$ cat src/rtl/vga_timing_gen.sv
// VGA raster timing generator: hsync/vsync/data-enable and pixel coordinates from one pixel clock.
// Runs whole frames only; en is sampled in IDLE and at the last pixel of each frame.
module vga_timing_gen #(
    parameter int H_ACTIVE           = 640,
    parameter int H_FRONT_PORCH      = 16,
    parameter int HSYNC_PULSE_CYCLES = 96,
    parameter int H_BACK_PORCH       = 48,
    parameter int V_ACTIVE           = 480,
    parameter int V_FRONT_PORCH      = 10,
    parameter int VSYNC_PULSE_LINES  = 2,
    parameter int V_BACK_PORCH       = 33,
    parameter int COORD_W            = 10
) (
    input  logic               clk,
    input  logic               rst_n,
    input  logic               en,
    output logic               hsync,
    output logic               vsync,
    output logic               data,
    output logic [COORD_W-1:0] col,
    output logic [COORD_W-1:0] row,
    output logic               frame_start,
    output logic               line_start
);

    localparam int H_TOTAL = H_ACTIVE + H_FRONT_PORCH + HSYNC_PULSE_CYCLES + H_BACK_PORCH;
    localparam int V_TOTAL = V_ACTIVE + V_FRONT_PORCH + VSYNC_PULSE_LINES + V_BACK_PORCH;
    localparam int HW = (H_TOTAL > 1) ? $clog2(H_TOTAL) : 1;
    localparam int VW = (V_TOTAL > 1) ? $clog2(V_TOTAL) : 1;

    localparam logic [HW-1:0] H_LAST       = HW'(H_TOTAL - 1);
    localparam logic [HW-1:0] H_FP_START   = HW'(H_ACTIVE);
    localparam logic [HW-1:0] H_SYNC_START = HW'(H_ACTIVE + H_FRONT_PORCH);
    localparam logic [HW-1:0] H_BP_START   = HW'(H_ACTIVE + H_FRONT_PORCH + HSYNC_PULSE_CYCLES);

    localparam logic [VW-1:0] V_LAST       = VW'(V_TOTAL - 1);
    localparam logic [VW-1:0] V_FP_START   = VW'(V_ACTIVE);
    localparam logic [VW-1:0] V_SYNC_START = VW'(V_ACTIVE + V_FRONT_PORCH);
    localparam logic [VW-1:0] V_BP_START   = VW'(V_ACTIVE + V_FRONT_PORCH + VSYNC_PULSE_LINES);

    typedef enum logic {
        IDLE,
        RUN
    } state_t;

    typedef enum logic [1:0] {
        PH_ACTIVE,
        PH_FRONT,
        PH_SYNC,
        PH_BACK
    } phase_t;

    state_t        state;
    state_t        state_n;
    logic [HW-1:0] h;
    logic [HW-1:0] h_n;
    logic [VW-1:0] v;
    logic [VW-1:0] v_n;
    phase_t        h_ph;
    phase_t        v_ph;

    function automatic phase_t h_phase(input logic [HW-1:0] x);
        if (x < H_FP_START)        return PH_ACTIVE;
        else if (x < H_SYNC_START) return PH_FRONT;
        else if (x < H_BP_START)   return PH_SYNC;
        else                       return PH_BACK;
    endfunction

    function automatic phase_t v_phase(input logic [VW-1:0] y);
        if (y < V_FP_START)        return PH_ACTIVE;
        else if (y < V_SYNC_START) return PH_FRONT;
        else if (y < V_BP_START)   return PH_SYNC;
        else                       return PH_BACK;
    endfunction

    always_comb begin
        state_n = state;
        h_n     = h;
        v_n     = v;
        unique case (state)
            IDLE: begin
                h_n = '0;
                v_n = '0;
                if (en) begin
                    state_n = RUN;
                end
            end
            RUN: begin
                if (h == H_LAST) begin
                    h_n = '0;
                    if (v == V_LAST) begin
                        v_n = '0;
                        if (!en) begin
                            state_n = IDLE;
                        end
                    end else begin
                        v_n = v + VW'(1);
                    end
                end else begin
                    h_n = h + HW'(1);
                end
            end
        endcase
    end

    // Outputs are decoded from the next counter values so they are registered alongside h/v.
    always_comb begin
        h_ph = h_phase(h_n);
        v_ph = v_phase(v_n);
    end

    always_ff @(posedge clk or negedge rst_n) begin
        if (!rst_n) begin
            state       <= IDLE;
            h           <= '0;
            v           <= '0;
            hsync       <= 1'b1;
            vsync       <= 1'b1;
            data        <= 1'b0;
            col         <= '0;
            row         <= '0;
            frame_start <= 1'b0;
            line_start  <= 1'b0;
        end else begin
            state <= state_n;
            h     <= h_n;
            v     <= v_n;
            if (state_n == RUN) begin
                hsync       <= (h_ph != PH_SYNC);
                vsync       <= (v_ph != PH_SYNC);
                data        <= (h_ph == PH_ACTIVE) && (v_ph == PH_ACTIVE);
                col         <= COORD_W'(h_n);
                row         <= COORD_W'(v_n);
                frame_start <= (h_n == '0) && (v_n == '0);
                line_start  <= (h_n == '0);
            end else begin
                hsync       <= 1'b1;
                vsync       <= 1'b1;
                data        <= 1'b0;
                col         <= '0;
                row         <= '0;
                frame_start <= 1'b0;
                line_start  <= 1'b0;
            end
        end
    end

endmodule
$ cat config.mk
export PLATFORM = sky130hd
export DESIGN_NAME = vga_timing_gen
export DESIGN_NICKNAME = d
export VERILOG_FILES = /design/src/rtl/vga_timing_gen.sv
export SDC_FILE = /design/constraint.sdc
export NUM_CORES = 1
export LEC_CHECK = 0
export CORE_UTILIZATION = 45
export CTS_CLUSTER_SIZE = 24
export DETAILED_ROUTE_END_ITERATION = 8
export GPL_ROUTABILITY_DRIVEN = 0
export HOLD_SLACK_MARGIN = 0.1
export MAX_ROUTING_LAYER = met4
export PLACE_DENSITY = 0.67
export SLEW_MARGIN = 20
export SYNTH_ARGS = -nofsm -noshare
export SYNTH_HDL_FRONTEND = slang
export SYNTH_SLANG_ARGS = --single-unit
$ cat constraint.sdc
create_clock -name clk -period 3.49 [get_ports clk]
set_clock_uncertainty 0.05 [all_clocks]
set_input_delay 0.349 -clock clk [delete_from_list [all_inputs] [get_ports clk]]
set_output_delay 0.349 -clock clk [all_outputs]
set_load 0.01 [all_outputs]
==> metrics <==
worst vdd ir=just under 200 µV; HPWL after DPL=between 2000 and 3000 µm; Post-synth EDFFs=0; Pwr per Cell Area=around 360 nW/µm²; first-pass GRT wire length=between 7000 and 8000 µm; top-area cell type share of the netlist area=50.78%; post-layout minimum cycle time=around 2700 ps; most common cell in the synthesized netlist=dfrtp_1; Synth-to-Final Area Change=17.89%; hold path startpoint=h[0]$_DFF_PN0_; # IOs=28; die height=between 70 and 80 µm; number of remaining DRC errors=0; root buffer cell=clkbuf_8; CTS Buffer Depth=2; r2r worst-path depth=6; static leakage=between 1 and 1.5 nW; CP max-delay cell=or4_4; Startpoint Class=flip-flop; Cells on Worst Hold Path=1; vias per cell=5.515; syn nets=217; cell family with most CP delay=simple AND/OR/NAND/NOR gates; Nets=244; crit path DAT=around 2900 ps; largest cells by area after synthesis=dfrtp_1 (51%), nor2_1 (5.7%), a21oi_1 (3.0%); max_slew headroom=about 62%; Yosys Warn Count=0; post-route design area=roughly 2600 µm²; Post-Synthesis Cells=approximately 210; DP Worst Slack=839.9 ps; row count=24; crit path capture type=flip-flop; final setup vio count=0; synth cell count leaders=dfrtp_1 (44), nor2_1 (33), a21oi_1 (13); routed wire length=4179 µm; Req. time, crit path=3670 ps; Routed Antenna Nets=0; total negative slack=0 ps; drt initial violations=~120; max frequency=roughly 370 MHz; I/O Buffers=27; Vias=approximately 1600; RR Startpoint=h[5]$_DFF_PN0_; clk slew on worst S/H paths=80 ps; syn avg cell area=between 10 and 15 µm²; max-cap violations=0; library cells used by synthesis=48; average routed wire per standard cell=~14 µm; critical setup path kind=flip-flop to flip-flop; ys flop type=dfrtp_1; cell taking the most area after synthesis=dfrtp_1; cell breakdown of the critical path=or3b_1 -> or4_4 -> or4b_1 -> a22oi_1 -> a41oi_1 -> nor2b_1; number of antenna diodes=0; endpoints failing hold=0; CTS tree=done; Tcrit/Tclk final=between 70 and 80%; Synth Cell Area=2168 µm²; Area after DPL=about 2400 µm²; clk_lat worst skew=300 ps; RSZ-0062 raised after global routing=no; slew of the pin with the lowest slew margin=566.7 ps; H-tree levels=2; Buf+Inv Stages, Crit Path=0; Core Util, Final=56.75%; Die X-Extent=71.42 µm; crit path from=h[5]$_DFF_PN0_; Initial Util=between 40% and 50%; Core ar.=4504 µm²; status=finished clean; Levels on crit path=6; initial antenna violation count=0; share of flip-flops with an asynchronous set or reset=100.0%; post-synthesis sequential area ratio=between 50% and 60%; Slew Viols, Final=0; Hold WC Path Type=flip-flop to flip-flop; final worst slack=slightly below 800 ps; layout cells sized above 1=about 7.9%; Critical Path Max Stage Delay=~610 ps; Tot GR Track Use=a little under a fifth; cts bufs inserted=5; die area=a little over 5000 µm²; Crit Path Max Fanout=12; PostCTS Resize Cnt=0; Overflow after GRT=0; number of global-route vias before repair=1432; DRT Pass-1 Iters=4; #FFs+latches synth=46; pin count of the biggest net entering global routing=47; clock sinks=46
[placed cells by master (no fill, tap or decap), types with 2 or more instances in the layout]
cell / synthesis / routed
a21oi_1: 13 / 13
a31oi_1: 2 / 2
and2_1: 3 / 3
and3_1: 3 / 3
and4_1: 2 / 2
buf_4: 1 / 2
clkbuf_1: 3 / 2
clkbuf_8: 0 / 5
clkdlybuf4s50_1: 0 / 26
dfrtp_1: 44 / 44
dfstp_2: 2 / 2
ha_1: 3 / 3
inv_1: 5 / 5
nand2_1: 12 / 12
nand3_1: 9 / 9
nand4_1: 7 / 7
nor2_1: 33 / 33
nor2b_1: 3 / 3
nor3_1: 5 / 5
nor3b_1: 4 / 4
nor4_1: 2 / 2
o21ai_0: 8 / 8
o22ai_1: 2 / 2
or3_1: 5 / 5
or4_4: 2 / 2
xnor2_1: 7 / 7
xor2_1: 5 / 5
[final cells by class]
cell class | instances | area [µm²]
Clock buffer | 7 | 76.32
Multi-Input combinational cell | 151 | 927.1
Fill cell | 421 | 1948
Clock inverter | 1 | 30.03
Inverter | 5 | 18.77
Timing Repair Buffer | 29 | 285.3
Tap cell | 52 | 65.06
Sequential cell | 46 | 1154
[sequential cells by signal (all words and copies together) (netlist names)]
register / count
col: 10
data: 1
frame_start: 1
h: 10
hsync: 1
line_start: 1
row: 10
state: 1
v: 10
vsync: 1
[kinds of logic (layout without fill, tap and decap cells)]
| group | after synthesis | in the layout | synth area share, % |
|---|---|---|---|
| simple gates | 100 | 100 | 25.10 |
| xor+xnor | 12 | 12 | 4.847 |
| fa+ha+maj | 3 | 3 | 1.731 |
| flops | 46 | 46 | 53.20 |
| mux | 2 | 2 | 0.9809 |
| buf+inv | 14 | 42 | 4.039 |
| compound gates | 34 | 34 | 10.10 |
[metal layers]
metal / global-route usage (%) / up-vias / routed length [µm]
li1: - / 802 / -
met1: 28.25 / 752 / 2127
met2: 25.29 / 45 / 1785
met3: 4.641 / 6 / 210
met4: 6.000 / 0 / 55
met5: - / - / 0
[where the power goes]
group	switching (mW)	internal, mW
Clock	0.171	0.214
Combinational	0.00995	0.00244
Sequential	0	0.533
[worst register-to-register path, cell delays in order, from the launching register on]
cell and delay [ps]:
dfrtp_1 470, or3b_1 450, or4_4 610, or4b_1 550
a22oi_1 220, a41oi_1 150, nor2b_1 130
[worst paths after layout]
path / to / slack, ps
max in group asynchronous: hsync$_DFF_PN1_ / 2470
min in group asynchronous: row[9]$_DFF_PN0_ / 530
hold reg to reg: h[0]$_DFF_PN0_ / 520
hold / removal: h[0]$_DFF_PN0_ / 520
setup / recovery: frame_start$_DFF_PN0_ / 790
setup reg to reg: frame_start$_DFF_PN0_ / 790
[repair_timing]
action,4_1_cts,5_1_grt
hold buffers,0,1
hold endpoints to repair,0,44
buffers inserted,0,0
[metrics by stage]
step           hold slack (ps)  total power [mW]  cells
2_1_floorplan            3.409            0.5433    211
3_3_place_gp             498.6            0.5552    282
3_5_place_dp             513.1            0.5556    282
4_1_cts                  202.2            0.9410    290
5_1_grt                  577.5            0.9681    291
6_report                 518.4            0.9297    291
(Power assumes the default switching activity.)
